### src/rtl/regfile_alu_seq_if.sv
// Bundle of the instruction handshake, register-file ports, retire pulse and flags.
// The sequencer takes the slave side; whatever issues instructions and models the regfile takes master.
interface regfile_alu_seq_if #(
    parameter int Width = 8,
    parameter int Addr  = 2
);
    logic             instr_valid;
    logic             instr_ready;
    logic [2:0]       op;
    logic [Addr-1:0]  rd;
    logic [Addr-1:0]  rs1;
    logic [Addr-1:0]  rs2;
    logic [Width-1:0] imm;
    logic [Width-1:0] r_data;
    logic [Addr-1:0]  r_addr;
    logic             r_en;
    logic [Addr-1:0]  w_addr;
    logic [Width-1:0] w_data;
    logic             w_en;
    logic             done;
    logic             flag_z;
    logic             flag_c;

    modport master (
        output instr_valid, op, rd, rs1, rs2, imm, r_data,
        input  instr_ready, r_addr, r_en, w_addr, w_data, w_en, done, flag_z, flag_c
    );

    modport slave (
        input  instr_valid, op, rd, rs1, rs2, imm, r_data,
        output instr_ready, r_addr, r_en, w_addr, w_data, w_en, done, flag_z, flag_c
    );
endinterface

### src/rtl/regfile_alu_seq.sv
// Multi-cycle sequencer/ALU: reads operands one at a time through the regfile's single
// read port, computes in EXEC and writes the result back through the single write port.
module regfile_alu_seq #(
    parameter int Width = 8,
    parameter int Addr  = 2
) (
    input  logic             clk,
    input  logic             rst,
    regfile_alu_seq_if.slave bus
);
    typedef enum logic [2:0] {
        IDLE = 3'd0,
        RD_A = 3'd1,
        RD_B = 3'd2,
        EXEC = 3'd3,
        WB   = 3'd4
    } state_t;

    localparam logic [2:0] OP_LDI = 3'b000;
    localparam logic [2:0] OP_ADD = 3'b001;
    localparam logic [2:0] OP_SUB = 3'b010;
    localparam logic [2:0] OP_AND = 3'b011;
    localparam logic [2:0] OP_OR  = 3'b100;
    localparam logic [2:0] OP_XOR = 3'b101;
    localparam logic [2:0] OP_MOV = 3'b110;
    localparam logic [2:0] OP_NOP = 3'b111;

    state_t           state_q, state_d;
    logic [2:0]       op_q, op_d;
    logic [Addr-1:0]  rd_q, rd_d;
    logic [Addr-1:0]  rs1_q, rs1_d;
    logic [Addr-1:0]  rs2_q, rs2_d;
    logic [Width-1:0] imm_q, imm_d;
    logic [Width-1:0] opa_q, opa_d;
    logic [Width-1:0] opb_q, opb_d;
    logic [Width-1:0] result_q, result_d;
    logic             carry_q, carry_d;
    logic [Addr-1:0]  w_addr_q, w_addr_d;
    logic [Width-1:0] w_data_q, w_data_d;
    logic             flag_z_q, flag_z_d;
    logic             flag_c_q, flag_c_d;

    logic             accept;
    logic             writes;
    logic [Width:0]   sum_w;
    logic [Width:0]   diff_w;
    logic [Width-1:0] and_w;
    logic [Width-1:0] or_w;
    logic [Width-1:0] xor_w;

    genvar gi;
    generate
        for (gi = 0; gi < Width; gi++) begin : g_bitwise
            assign and_w[gi] = opa_q[gi] & opb_q[gi];
            assign or_w[gi]  = opa_q[gi] | opb_q[gi];
            assign xor_w[gi] = opa_q[gi] ^ opb_q[gi];
        end
    endgenerate

    // One extra bit: the MSB is the ADD carry-out, and for SUB it is set exactly when a < b.
    assign sum_w  = {1'b0, opa_q} + {1'b0, opb_q};
    assign diff_w = {1'b0, opa_q} - {1'b0, opb_q};

    assign accept = bus.instr_valid & bus.instr_ready;
    assign writes = (state_q == WB) && (op_q != OP_NOP);

    always_comb begin
        state_d  = state_q;
        op_d     = op_q;
        rd_d     = rd_q;
        rs1_d    = rs1_q;
        rs2_d    = rs2_q;
        imm_d    = imm_q;
        opa_d    = opa_q;
        opb_d    = opb_q;
        result_d = result_q;
        carry_d  = carry_q;
        w_addr_d = w_addr_q;
        w_data_d = w_data_q;
        flag_z_d = flag_z_q;
        flag_c_d = flag_c_q;

        case (state_q)
            IDLE: begin
                if (accept) begin
                    op_d  = bus.op;
                    rd_d  = bus.rd;
                    rs1_d = bus.rs1;
                    rs2_d = bus.rs2;
                    imm_d = bus.imm;
                    state_d = (bus.op == OP_LDI || bus.op == OP_NOP) ? EXEC : RD_A;
                end
            end
            RD_A: begin
                opa_d   = bus.r_data;
                state_d = (op_q == OP_MOV) ? EXEC : RD_B;
            end
            RD_B: begin
                opb_d   = bus.r_data;
                state_d = EXEC;
            end
            EXEC: begin
                carry_d = 1'b0;
                case (op_q)
                    OP_ADD: begin
                        result_d = sum_w[Width-1:0];
                        carry_d  = sum_w[Width];
                    end
                    OP_SUB: begin
                        result_d = diff_w[Width-1:0];
                        carry_d  = diff_w[Width];
                    end
                    OP_AND:  result_d = and_w;
                    OP_OR:   result_d = or_w;
                    OP_XOR:  result_d = xor_w;
                    OP_MOV:  result_d = opa_q;
                    OP_LDI:  result_d = imm_q;
                    default: begin
                        result_d = result_q;
                        carry_d  = carry_q;
                    end
                endcase
                state_d = WB;
            end
            WB: begin
                // NOP retires with a done pulse but leaves the regfile, write bus and flags untouched.
                if (op_q != OP_NOP) begin
                    w_addr_d = rd_q;
                    w_data_d = result_q;
                    flag_z_d = (result_q == '0);
                    flag_c_d = carry_q;
                end
                state_d = IDLE;
            end
            default: state_d = IDLE;
        endcase
    end

    always_ff @(posedge clk) begin
        if (rst) begin
            state_q  <= IDLE;
            op_q     <= '0;
            rd_q     <= '0;
            rs1_q    <= '0;
            rs2_q    <= '0;
            imm_q    <= '0;
            opa_q    <= '0;
            opb_q    <= '0;
            result_q <= '0;
            carry_q  <= 1'b0;
            w_addr_q <= '0;
            w_data_q <= '0;
            flag_z_q <= 1'b0;
            flag_c_q <= 1'b0;
        end else begin
            state_q  <= state_d;
            op_q     <= op_d;
            rd_q     <= rd_d;
            rs1_q    <= rs1_d;
            rs2_q    <= rs2_d;
            imm_q    <= imm_d;
            opa_q    <= opa_d;
            opb_q    <= opb_d;
            result_q <= result_d;
            carry_q  <= carry_d;
            w_addr_q <= w_addr_d;
            w_data_q <= w_data_d;
            flag_z_q <= flag_z_d;
            flag_c_q <= flag_c_d;
        end
    end

    // Moore outputs: the write bus shows the pending write in WB and otherwise holds the last one.
    assign bus.instr_ready = (state_q == IDLE) & ~rst;
    assign bus.r_en        = (state_q == RD_A) || (state_q == RD_B);
    assign bus.r_addr      = (state_q == RD_A) ? rs1_q :
                             (state_q == RD_B) ? rs2_q : '0;
    assign bus.w_en        = writes;
    assign bus.w_addr      = writes ? rd_q : w_addr_q;
    assign bus.w_data      = writes ? result_q : w_data_q;
    assign bus.done        = (state_q == WB);
    assign bus.flag_z      = flag_z_q;
    assign bus.flag_c      = flag_c_q;
endmodule

### src/flat_wrapper.sv
// flat-port wrapper written by rule: the top's interface ports become plain ports
module regfile_alu_seq_flat 
#(
    parameter int Width = 8,
    parameter int Addr  = 2
)
  (clk, rst, bus_instr_valid, bus_op, bus_rd, bus_rs1, bus_rs2, bus_imm, bus_r_data, bus_instr_ready, bus_r_addr, bus_r_en, bus_w_addr, bus_w_data, bus_w_en, bus_done, bus_flag_z, bus_flag_c);
  regfile_alu_seq_if #(.Width(Width), .Addr(Addr)) bus_i ();
  input  logic clk;
  input  logic rst;
  input wire logic [$bits(bus_i.instr_valid)-1:0] bus_instr_valid;
  input wire logic [$bits(bus_i.op)-1:0] bus_op;
  input wire logic [$bits(bus_i.rd)-1:0] bus_rd;
  input wire logic [$bits(bus_i.rs1)-1:0] bus_rs1;
  input wire logic [$bits(bus_i.rs2)-1:0] bus_rs2;
  input wire logic [$bits(bus_i.imm)-1:0] bus_imm;
  input wire logic [$bits(bus_i.r_data)-1:0] bus_r_data;
  output wire logic [$bits(bus_i.instr_ready)-1:0] bus_instr_ready;
  output wire logic [$bits(bus_i.r_addr)-1:0] bus_r_addr;
  output wire logic [$bits(bus_i.r_en)-1:0] bus_r_en;
  output wire logic [$bits(bus_i.w_addr)-1:0] bus_w_addr;
  output wire logic [$bits(bus_i.w_data)-1:0] bus_w_data;
  output wire logic [$bits(bus_i.w_en)-1:0] bus_w_en;
  output wire logic [$bits(bus_i.done)-1:0] bus_done;
  output wire logic [$bits(bus_i.flag_z)-1:0] bus_flag_z;
  output wire logic [$bits(bus_i.flag_c)-1:0] bus_flag_c;
  assign bus_i.instr_valid = bus_instr_valid;
  assign bus_i.op = bus_op;
  assign bus_i.rd = bus_rd;
  assign bus_i.rs1 = bus_rs1;
  assign bus_i.rs2 = bus_rs2;
  assign bus_i.imm = bus_imm;
  assign bus_i.r_data = bus_r_data;
  assign bus_instr_ready = bus_i.instr_ready;
  assign bus_r_addr = bus_i.r_addr;
  assign bus_r_en = bus_i.r_en;
  assign bus_w_addr = bus_i.w_addr;
  assign bus_w_data = bus_i.w_data;
  assign bus_w_en = bus_i.w_en;
  assign bus_done = bus_i.done;
  assign bus_flag_z = bus_i.flag_z;
  assign bus_flag_c = bus_i.flag_c;
  regfile_alu_seq #(.Width(Width), .Addr(Addr)) u_core (.clk(clk), .rst(rst), .bus(bus_i));
endmodule
### config.mk
export PLATFORM = sky130hd
export DESIGN_NAME = regfile_alu_seq_flat
export DESIGN_NICKNAME = d
export VERILOG_FILES = /design/src/rtl/regfile_alu_seq_if.sv /design/src/rtl/regfile_alu_seq.sv /design/src/flat_wrapper.sv
export SDC_FILE = /design/constraint.sdc
export NUM_CORES = 1
export LEC_CHECK = 0
export CAP_MARGIN = 25
export CORE_ASPECT_RATIO = 0.8
export CORE_MARGIN = 2
export CORE_UTILIZATION = 39
export DETAILED_ROUTE_END_ITERATION = 7
export HOLD_SLACK_MARGIN = 0.02
export PLACE_DENSITY = 0.61
export SYNTH_ARGS = -nofsm -noshare
export SYNTH_HDL_FRONTEND = slang
export SYNTH_SLANG_ARGS = --single-unit
### constraint.sdc
create_clock -name clk -period 4.16 [get_ports clk]
set_input_delay 0.416 -clock clk [delete_from_list [all_inputs] [get_ports clk]]
set_output_delay 0.416 -clock clk [all_outputs]
set_load 0.01 [all_outputs]
# --- Word-level counts from Yosys, hierarchy flattened ---
# Index checks and enable logic that the tools add are counted.
totals:
  input_bits: 28
  latch_bits: 0
  n_memories: 0
  ff_bits: 57
  ramBits: 0
  elab_cells: 80
  mem_bits_ro: 0
op_classes:
  mul: 0
  magnitude_cmp: 0
  bitwise: 27
  shift: 0
  n_mux: 10
  n_reduce_logical: 14
  div_mod_pow: 0
  eq_ne: 13
  n_addsub: 2
op_table:
  columns: ["op", "n"]
  rows:
  - ["$pmux 8 s7", 1]
  - ["$eq 3x3->1 const B", 5]
  - ["$eq 3x2->1 const B", 4]
  - ["$pmux 3 s4", 1]
  - ["$and 1x1->1", 10]
  - ["$add 8x8->9", 1]
  - ["$logic_not 3->1", 3]
  - ["$sub 8x8->9", 1]
  - ["$logic_not 8->1", 1]
  - ["$mux 2", 4]
  - ["$mux 8", 1]
  - ["$or 1x1->1", 8]
  - ["$reduce_and 2->1", 4]
  - ["$xor 1x1->1", 8]
  - ["$reduce_bool 7->1", 1]
  - ["$eq 3x1->1 const B", 2]
  - ["$reduce_or 5->1", 1]
  - ["$mux 3", 1]
  - ["$ne 3x3->1 const B", 1]
  - ["$pmux 1 s3", 1]
  - ["$reduce_bool 3->1", 1]
  - ["$logic_or 1x1->1", 2]
  - ["$ne 2x1->1 const B", 1]
  - ["$logic_and 1x1->1", 1]
  - ["2 further kinds", 2]

# --- Longest topological paths before layout ---
# Gate-level depths: netlist of the first run.
depth:
  word_depth: 5
  depth_mapped: 9
  depth_no_buf: 8

# --- Least setup slack after synthesis of the first run ---
# Ideal clock, no wire load.
synth_path:
  path_kind: "register to register"
  from: "reg u_core.opa_q[0]"
  to: "reg u_core.result_q[4]"
  stages_incl_launch_ff: 9
  slack_ps: 2125
  required_time_ps: 4022
  setup_ps: 138
  n_path_buf: 0
  period_less_slack_ps: 2035
  arrival_time_ps: 1897
  path_cell_list: "dfxtp_1 -> inv_1 -> ha_1 -> fa_1 -> o21ba_1 -> o21bai_1 -> xnor2_1 -> a2111oi_0 -> a2111oi_1"
synth_via:
  elab_chain_len: 2
synth_lines:
  columns: ["element", "line_no", "text"]
  rows:
  - ["from (decl)", "regfile_alu_seq.sv:34", "logic [Width-1:0] opa_q, opa_d;"]
  - ["from (signal assigned)", "regfile_alu_seq.sv:162", "opa_q <= opa_d;"]
  - ["$sub 8x8->9 or $add 8x8->9 (tied branches)", "regfile_alu_seq.sv:62, regfile_alu_seq.sv:61", null]
  - ["$pmux 8 s7 (*)", "regfile_alu_seq.sv:104", "case (op_q)"]
  - ["to (signal assigned)", "regfile_alu_seq.sv:164", "result_q <= result_d;"]
  - ["to (decl)", "regfile_alu_seq.sv:36", "logic [Width-1:0] result_q, result_d;"]
# Mark *: on every way between the ends. The rest lies on a longest branch, timed or not.
# A chain may end at the register's enable or synchronous reset.

# --- Worst setup path in the final report of the first run ---
layout_path:
  from: "reg u_core.op_q[0]"
  to: "out bus_w_data[1]"
layout_via:
  elab_chain_len: 3
layout_lines:
  columns: ["element", "line_no", "text"]
  rows:
  - ["from (decl)", "regfile_alu_seq.sv:29", "logic [2:0] op_q, op_d;"]
  - ["from (signal assigned)", "regfile_alu_seq.sv:157", "op_q <= op_d;"]
  - ["$ne 3x3->1", "regfile_alu_seq.sv:65", "assign writes = (state_q == WB) && (op_q != OP_NOP);"]
  - ["$logic_and 1x1->1", "regfile_alu_seq.sv:65", null]
  - ["$mux 8", "regfile_alu_seq.sv:180", "assign bus.w_data = writes ? result_q : w_data_q;"]
  - ["to (decl)", "flat_wrapper.sv:22", "output wire logic [$bits(bus_i.w_data)-1:0] bus_w_data;"]
# No other way between the ends.

==> parameters.txt, run 1 <==
Parameter                              Value

Detailed routing
  DR pass1 iterations    7
  Detail-routed via count per cell    5.45
  DRT Wirelength    9.55 mm
  Total number of vias    3210
  Detailed-route wire length per cell    16.2 um
  Count of nets left with antenna violations after detail routing    0
  Number of DRC violations after detailed routing    0
  First-iteration detailed-routing DRC count    179

Synth
  Number of flops mapped to enable cells by yosys    0
  Syn. warnings    0
  Leading register cell type out of synthesis    sky130_fd_sc_hd__dfxtp_1
  Share of synthesized flip-flops with an asynchronous set or reset    0%
  Post-synthesis register bit count    57
  Count of distinct cell types in the synthesized netlist    65
  Fraction of the yosys area taken by sequential cells    32.4%
  Library cell occupying the most area in the post-synthesis netlist    sky130_fd_sc_hd__dfxtp_1
  Netlist area before placement    0.00353 mm2
  Mean cell area of the mapped netlist    8.09 um2
  Net count after synthesis    490
  Cell types occupying the most area after synthesis    sky130_fd_sc_hd__dfxtp_1 (32%), sky130_fd_sc_hd__ha_1 (8.5%), sky130_fd_sc_hd__nand2_1 (6.7%)
  Number of instances in the synthesized netlist    436
  Fraction of synthesized cell area taken by the top area cell type    32.4%

Layout
  Most used cells in the layout excluding fill and tap cells    sky130_fd_sc_hd__nand2_1 (63), sky130_fd_sc_hd__dfxtp_1 (57), sky130_fd_sc_hd__clkdlybuf4s50_1 (45), sky130_fd_sc_hd__nor2_1 (37), sky130_fd_sc_hd__a21oi_1 (37)
  Antenna diode instance count    0
  Ratio of cells with drive above 1 in the final layout    9.92%
  Post-layout net count    523
  Layout Utilization    48.2%
  Most common library cell in the layout ignoring fill and taps    sky130_fd_sc_hd__nand2_1
  Synthesis-to-layout area growth    22.0%

Place
  DP Wirelength    6.95 mm
  PortBufs    45
  Routability congestion estimate    0.987

Global route
  Final global-route overflow total    0
  All-Layer GR Usage    21.0%
  Via count of the first global-routing pass    3111
  Antenna violations before repair    0
  Global-route wire length before repair    15.6 mm
  Largest net degree at the start of global routing    30

Clock network
  Cts repair resizes    0
  Worst-skew pair later-pin latency    0.33 ns
  TritonCTS clock tree    yes
  Quantity of hold-fixing buffers added after cts    0
  Cell at the root of the clock tree    sky130_fd_sc_hd__clkbuf_16
  TritonCTS Buffers    9
  Number of buffers added for setup after CTS    0
  Clock slew at the register clock pins of the worst setup and hold paths    0.05 ns
  Maximum count of clock buffers along a single path    2
  Number of H-tree branching levels    3
  Clk sink count    57

STA
  Final count of negative-setup-slack endpoints    0
  Number of endpoints with negative hold slack in the final report    0
  Setup_tns    0 ns
  Crit share post-route    70.7%
  Final critical delay including setup and external delays    2.94 ns
  Max-slew headroom at the worst pin    46.0%
  Unrepaired setup endpoints after global routing    no
  Final slew viol count    0
  Clock skew    0.00517 ns
  Actual slew at the worst max-slew pin    0.809 ns
  Hold WS    0.457 ns
  Max Clock Freq    340 MHz

Die
  Total Die Area    0.00982 mm2
  Core footprint    0.00892 mm2
  Effective utilization at floorplan    39.5%
  Chip Width    110 um
  Die extent in y    89.0 um
  Number of core rows    31
  # IOs    46

Worst setup path
  Startpoint of the most critical register-to-register path    u_core.opa_q[4]$_SDFFE_PP0P_
  Worst EP required    3.74 ns
  Critical Setup Path Class    flop to output pin
  R2R setup slack    1.80 ns
  Data arrival time of the critical path    2.53 ns
  Capturing point of the worst reg2reg path    u_core.result_q[5]$_SDFFE_PP0P_
  Startpoint type of the worst setup path    flop
  Maximum fanout encountered on the critical timing path    24
  Setup crit end kind    output pin
  Cells on worst reg2reg path    7

Job
  Maximum Capacitance Violations    0

Pwr
  Leakage power figure    1.70 nW
  Total power after layout    1.73 mW
  Power density relative to cell area    402 mW/mm2
  IR drop worst, VDD    0.236 mV

Worst hold path
  Classification of the worst-slack hold path    flop to flop
  WHS Path Cells    2
  Worst min-delay path startpoint    u_core.rs2_q[0]$_SDFFE_PP0P_
  Sink of the worst hold path    u_core.rs2_q[0]$_SDFFE_PP0P_

Outcome
  Status    complete, no violations
[metrics by stage]
stage               std cells  instance area (um2)  setup slack (ns)
detailed placement        573                 4010              1.54
finish                    589                 4300              1.22
global route              589                 4300              1.03
floorplan                 436                 3530              2.13
CTS                       589                 4300              1.18
global placement          573                 4010              1.60
[Yosys cell counts, drive strengths merged, types with 4 or more instances]
cell     count
o211ai       4
a31oi        7
and2        14
and3         6
nor3         8
dfxtp       57
inv         25
mux2i        4
a211oi       5
a21oi       39
nand2       64
clkbuf       7
buf         19
ha          24
a221o        4
nand3       20
o31ai        7
o21ai       13
nor3b        4
a2111oi      4
nand2b       7
mux2        10
nor4         4
nor2        38
[critical path, cell delays in order (launching register included)]
cell,delay [ns]
sky130_fd_sc_hd__dfxtp_1,0.84
sky130_fd_sc_hd__nand3_1,0.22
sky130_fd_sc_hd__nand2_2,0.16
sky130_fd_sc_hd__inv_2,0.15
sky130_fd_sc_hd__mux2_4,0.34
sky130_fd_sc_hd__clkdlybuf4s50_1,0.48
[registers in the layout (all words and copies together), names as in the netlist]
signal and cells:
u_core.op_q 3, u_core.opa_q 8, u_core.carry_q 1, u_core.result_q 8, u_core.w_addr_q 2, u_core.rs1_q 2
u_core.rd_q 2, u_core.state_q 3, u_core.w_data_q 8, u_core.bus.flag_c 1, u_core.bus.flag_z 1, u_core.opb_q 8
u_core.rs2_q 2, u_core.imm_q 8
[cell type report]
class | count | area, um2
Sequential cell | 57 | 1140
Fill cell | 932 | 4620
Clock inverter | 7 | 71.3
Inverter | 25 | 93.8
Multi-Input combinational cell | 328 | 2150
Clock buffer | 9 | 225
Timing Repair Buffer | 48 | 473
Tap cell | 115 | 144
[cell families (layout without fill, tap and decap cells)]
logic type / after synthesis / after routing / share of synthesized area [%]
adder cells (fa/ha/maj): 26 / 26 / 9.65
buffers and inverters: 51 / 89 / 6.57
XOR/XNOR: 3 / 3 / 0.745
AND/OR/NAND/NOR: 178 / 178 / 24.9
AO/OA/AOI/OAI: 107 / 107 / 20.7
flip-flops: 57 / 57 / 32.4
multiplexers: 14 / 14 / 5.07
[report_power, final]
| part | internal, mW | switching, mW |
|---|---|---|
| clock network | 0.461 | 0.270 |
| registers | 0.584 | 0.0465 |
| logic | 0.155 | 0.212 |
[worst max-delay path by stage]
stage	depth (start not counted)	slack [ns]	from	end
after detailed placement	5	1.54	u_core.op_q[0]$_SDFFE_PP0P_	bus_w_data[1]
final	5	1.22	u_core.op_q[0]$_SDFFE_PP0P_	bus_w_data[1]
after floorplan	8	2.13	u_core.opa_q[0]$_SDFFE_PP0P_	u_core.result_q[4]$_SDFFE_PP0P_
after global routing	5	1.03	u_core.op_q[0]$_SDFFE_PP0P_	bus_w_data[3]
after CTS	5	1.18	u_core.op_q[0]$_SDFFE_PP0P_	bus_w_data[1]
after global placement	5	1.60	u_core.op_q[0]$_SDFFE_PP0P_	bus_w_addr[0]
[metal layers]
| layer | wire length [um] | up-vias | GRT usage, % |
|---|---|---|---|
| met1 | 4670 | 1512 | 29.1 |
| li1 | - | 1595 | - |
| met2 | 4140 | 88 | 31.2 |
| met5 | 0 | - | 0 |
| met4 | 237 | 0 | 8.18 |
| met3 | 501 | 15 | 5.39 |
No activity file was read; power rests on OpenSTA's default activity.
==> run 2: changes to the inputs <==
==> constraint.sdc (replaced) <==
create_clock -name clk -period 2.9 [get_ports clk]
set_input_delay 0.29 -clock clk [delete_from_list [all_inputs] [get_ports clk]]
set_output_delay 0.29 -clock clk [all_outputs]
set_load 0.01 [all_outputs]
==> run 2 against run 1 <==
Compared with the run above:
- global-route usage down 0.43 points
- combinational power up 50%
- sequential cell count unchanged
- core utilization up 1.1 points
- die area unchanged
- register-to-register slack worse by 1.2 ns
- clock power up 79%
- hold slack better by 0.0016 ns
- sequential share of layout area down 0.60 points
- critical path type unchanged
==> parameters.txt, run 2 (same netlist as run 1, synthesis figures left out) <==
Parameter                              Value

STA
  Final slew viol count    0
  Setup_tns    0 ns
  Actual slew at the worst max-slew pin    0.663 ns
  Max Clock Freq    376 MHz
  Number of endpoints with negative hold slack in the final report    0
  Crit share post-route    91.8%
  Unrepaired setup endpoints after global routing    no
  Max-slew headroom at the worst pin    55.8%
  Final critical delay including setup and external delays    2.66 ns
  Final count of negative-setup-slack endpoints    0
  Clock skew    0.00895 ns

Pwr
  Total power after layout    2.75 mW
  Power density relative to cell area    625 mW/mm2
  IR drop worst, VDD    0.272 mV
  Leakage power figure    1.76 nW

Detailed routing
  First-iteration detailed-routing DRC count    183
  Count of nets left with antenna violations after detail routing    0
  Detailed-route wire length per cell    16.1 um
  Total number of vias    3219
  Detail-routed via count per cell    5.43
  DRT Wirelength    9.56 mm
  DR pass1 iterations    5
  Number of DRC violations after detailed routing    0

Worst setup path
  Worst EP required    2.61 ns
  Critical Setup Path Class    flop to output pin
  Cells on worst reg2reg path    8
  Data arrival time of the critical path    2.37 ns
  Startpoint type of the worst setup path    flop
  Maximum fanout encountered on the critical timing path    23
  Setup crit end kind    output pin

Worst hold path
  WHS Path Cells    2
  Classification of the worst-slack hold path    flop to flop

Clock network
  Cell at the root of the clock tree    sky130_fd_sc_hd__clkbuf_16
  Number of H-tree branching levels    3
  Quantity of hold-fixing buffers added after cts    0
  TritonCTS clock tree    yes
  Number of buffers added for setup after CTS    0
  TritonCTS Buffers    9
  Maximum count of clock buffers along a single path    2
  Worst-skew pair later-pin latency    0.33 ns
  Clk sink count    57
  Clock slew at the register clock pins of the worst setup and hold paths    0.05 ns
  Cts repair resizes    0

Layout
  Ratio of cells with drive above 1 in the final layout    10.7%
  Final standard cell count with taps included and fillers excluded    593
  Antenna diode instance count    0
  Synthesis-to-layout area growth    24.8%
  Most used cells in the layout excluding fill and tap cells    sky130_fd_sc_hd__nand2_1 (63), sky130_fd_sc_hd__dfxtp_1 (57), sky130_fd_sc_hd__clkdlybuf4s50_1 (45), sky130_fd_sc_hd__nor2_1 (37), sky130_fd_sc_hd__a21oi_1 (37)
  Post-layout net count    527
  Most common library cell in the layout ignoring fill and taps    sky130_fd_sc_hd__nand2_1

Global route
  Global-route wire length before repair    15.2 mm
  Antenna violations before repair    0
  Largest net degree at the start of global routing    29
  All-Layer GR Usage    20.5%
  Via count of the first global-routing pass    2937
  Final global-route overflow total    0

Die
  Total Die Area    0.00982 mm2
  # IOs    46
  Effective utilization at floorplan    39.5%
  Number of core rows    31
  Die extent in y    89.0 um
  Core footprint    0.00892 mm2
  Chip Width    110 um

Place
  Routability congestion estimate    0.950
  Placed instance count    577
  DP Wirelength    7.03 mm
  PortBufs    45

Outcome
  Status    complete, no violations

Job
  Maximum Capacitance Violations    0
[run 2: cell type report]
cell class / instances / area, um2
clock buffers: 9 / 225
clock inverters: 7 / 141
multi-input cells: 328 / 2150
repair buffers: 52 / 503
inverters: 25 / 93.8
well taps: 115 / 144
fillers: 892 / 4520
flip-flops and latches: 57 / 1140
[run 2: path summary, 6_finish.rpt]
check / from / slack (ns) / end
setup / recovery: u_core.op_q[1]$_SDFFE_PP0P_ / 0.24 / bus_w_addr[1]
hold reg to reg: u_core.rs2_q[0]$_SDFFE_PP0P_ / 0.46 / u_core.rs2_q[0]$_SDFFE_PP0P_
setup reg to reg: u_core.opa_q[0]$_SDFFE_PP0P_ / 0.64 / u_core.carry_q$_SDFFE_PP0P_
hold / removal: u_core.rs2_q[0]$_SDFFE_PP0P_ / 0.46 / u_core.rs2_q[0]$_SDFFE_PP0P_
[run 2: metrics by stage]
stage                     instance area [um2]  utilization (%)  hold slack [ns]  setup WS, ns
after global routing                     4400             49.3            0.471        0.0557
after global placement                   4040             45.2            0.444         0.632
final                                    4400             49.3            0.458         0.238
after detailed placement                 4040             45.2            0.447         0.591
after floorplan                          3530                -            0.389         0.865
after CTS                                4400             49.3            0.462         0.216
[run 2: report_power, final]
| group | internal [mW] | leakage, nW | switching [mW] |
|---|---|---|---|
| combinational | 0.231 | 1.12 | 0.321 |
| clock | 0.927 | 0.176 | 0.384 |
| sequential | 0.838 | 0.464 | 0.0531 |
[run 2: worst max-delay path: stages (launching register included)]
cell                              delay, ns
sky130_fd_sc_hd__dfxtp_1               0.73
sky130_fd_sc_hd__nand3_1               0.21
sky130_fd_sc_hd__nand2_2               0.14
sky130_fd_sc_hd__inv_2                 0.15
sky130_fd_sc_hd__mux2_4                0.34
sky130_fd_sc_hd__clkdlybuf4s50_1       0.48
[run 2: metal layers]
metal	share of wire, %	global-route usage, %	vias up
met5	0	0	-
met3	5.7	4.30	16
met2	44	31.9	85
met1	48	28.7	1515
met4	1.6	6.48	0
li1	-	-	1603
==> run 3: changes to the inputs <==
--- a/config.mk
+++ b/config.mk
@@ -8,10 +8,10 @@
 export CAP_MARGIN = 25
 export CORE_ASPECT_RATIO = 0.8
 export CORE_MARGIN = 2
-export CORE_UTILIZATION = 39
+export CORE_UTILIZATION = 56
 export DETAILED_ROUTE_END_ITERATION = 7
 export HOLD_SLACK_MARGIN = 0.02
-export PLACE_DENSITY = 0.61
+export PLACE_DENSITY = 0.82
 export SYNTH_ARGS = -nofsm -noshare
 export SYNTH_HDL_FRONTEND = slang
 export SYNTH_SLANG_ARGS = --single-unit
==> run 3 against run 2 <==
Compared with the run above:
- critical endpoint is now bus_w_data[4]
- via count rose by 2.5%
- power decreased by 21%
- non-clock buffer count stayed put
==> parameters.txt, run 3 (same netlist as run 1, synthesis figures left out) <==
Parameter                              Value

Detailed routing
  First-iteration detailed-routing DRC count    308
  DRT Wirelength    8.84 mm
  DR pass1 iterations    5
  Detail-routed via count per cell    5.92
  Total number of vias    3301
  Count of nets left with antenna violations after detail routing    0
  Number of DRC violations after detailed routing    0
  Detailed-route wire length per cell    15.8 um

STA
  Final count of negative-setup-slack endpoints    0
  Worst Slack Setup Final    0.306 ns
  Crit share post-route    89.4%
  Max-slew headroom at the worst pin    52.9%
  Hold WS    0.455 ns
  Final critical delay including setup and external delays    2.59 ns
  Actual slew at the worst max-slew pin    0.688 ns
  Number of endpoints with negative hold slack in the final report    0
  Final slew viol count    0
  Unrepaired setup endpoints after global routing    no
  Clock skew    0.00551 ns
  Setup_tns    0 ns
  Max Clock Freq    386 MHz

Clock network
  TritonCTS Buffers    9
  Clock slew at the register clock pins of the worst setup and hold paths    0.07 ns
  Maximum count of clock buffers along a single path    2
  Number of buffers added for setup after CTS    0
  Quantity of hold-fixing buffers added after cts    0
  TritonCTS clock tree    yes
  Cell at the root of the clock tree    sky130_fd_sc_hd__clkbuf_8
  Clk sink count    57
  Cts repair resizes    0
  Number of H-tree branching levels    3
  Worst-skew pair later-pin latency    0.35 ns

Worst setup path
  Data arrival time of the critical path    2.30 ns
  Worst EP required    2.61 ns
  Critical Setup Path Class    flop to output pin
  Cells on worst reg2reg path    8
  Setup crit end kind    output pin
  Startpoint type of the worst setup path    flop
  Maximum fanout encountered on the critical timing path    13

Pwr
  Power density relative to cell area    518 mW/mm2
  IR drop worst, VDD    0.305 mV
  Leakage power figure    1.68 nW

Global route
  Global-route wire length before repair    14.5 mm
  All-Layer GR Usage    27.2%
  Final global-route overflow total    0
  Via count of the first global-routing pass    2920
  Largest net degree at the start of global routing    29
  Antenna violations before repair    0

Place
  DP Wirelength    6.49 mm
  Routability congestion estimate    1.01
  Placed instance count    543
  PortBufs    45
  Minimum setup slack after placement    0.495 ns

Layout
  Most used cells in the layout excluding fill and tap cells    sky130_fd_sc_hd__nand2_1 (63), sky130_fd_sc_hd__dfxtp_1 (57), sky130_fd_sc_hd__clkdlybuf4s50_1 (45), sky130_fd_sc_hd__nor2_1 (37), sky130_fd_sc_hd__a21oi_1 (37)
  Antenna diode instance count    0
  Layout Utilization    69.7%
  Fillcell total    515
  Post-layout net count    527
  Footprint of the multi-input gates    0.00215 mm2
  Ratio of cells with drive above 1 in the final layout    10.5%
  Most common library cell in the layout ignoring fill and taps    sky130_fd_sc_hd__nand2_1
  Register Area    0.00114 mm2
  Synthesis-to-layout area growth    18.7%
  Final standard cell count with taps included and fillers excluded    558

Die
  Die extent in y    75.0 um
  # IOs    46
  Core footprint    0.00601 mm2
  Total Die Area    0.00695 mm2
  Effective utilization at floorplan    58.7%
  Number of core rows    25
  Chip Width    92.7 um

Outcome
  Status    complete, no violations

Worst hold path
  Classification of the worst-slack hold path    flop to flop
  WHS Path Cells    2

Job
  Maximum Capacitance Violations    0
run 3: cell count changes in the layout (fill, tap and decap cells not counted), sizes merged:
cell,delta
bufinv,-3
clkinv,+2
clkbuf,+1
inv,-1
run 3: layout make-up:
cell class | count | area share (%)
well taps | 81 | 2.42
inverters | 25 | 2.24
clock inverters | 5 | 1.34
clock buffers | 10 | 3.29
multi-input cells | 328 | 51.4
flip-flops and latches | 57 | 27.3
repair buffers | 52 | 12.0
run 3: path summary, 6_finish.rpt:
check                                  from  slack (ns)                           to
max          u_core.state_q[0]$_SDFFE_PP0P_        0.31                bus_w_data[4]
min             u_core.rd_q[1]$_SDFFE_PP0P_        0.45  u_core.rd_q[1]$_SDFFE_PP0P_
max reg2reg    u_core.opa_q[0]$_SDFFE_PP0P_        0.41  u_core.carry_q$_SDFFE_PP0P_
min reg2reg     u_core.rd_q[1]$_SDFFE_PP0P_        0.45  u_core.rd_q[1]$_SDFFE_PP0P_
run 3: worst max-delay path, stage by stage (launching register included):
cell and delay [ns]:
sky130_fd_sc_hd__dfxtp_1 0.40, sky130_fd_sc_hd__nor2_1 0.17, sky130_fd_sc_hd__and2_4 0.18, sky130_fd_sc_hd__nand2_2 0.08, sky130_fd_sc_hd__inv_2 0.26, sky130_fd_sc_hd__mux2_2 0.38
sky130_fd_sc_hd__clkdlybuf4s50_1 0.48
run 3: routing by layer:
metal	wire length, um	track usage [%]	share of wire (%)	vias up
met1	4120	37.7	47	1542
met3	633	6.51	7.2	19
li1	-	-	-	1608
met5	0	0	0	-
met2	3910	42.6	44	132
met4	169	9.15	1.9	0
run 3: through the flow:
step / total power, mW / area, um2
4_1_cts: 2.16 / 4190
3_3_place_gp: 1.42 / 3990
2_1_floorplan: 1.27 / 3530
6_report: 2.17 / 4190
5_1_grt: 2.28 / 4190
3_5_place_dp: 1.44 / 3990
run 3: power by group:
| group | switching, mW | internal [mW] |
|---|---|---|
| Sequential | 0.0458 | 0.837 |
| Combinational | 0.319 | 0.230 |
| Clock | 0.324 | 0.413 |
| Total | 0.689 | 1.48 |
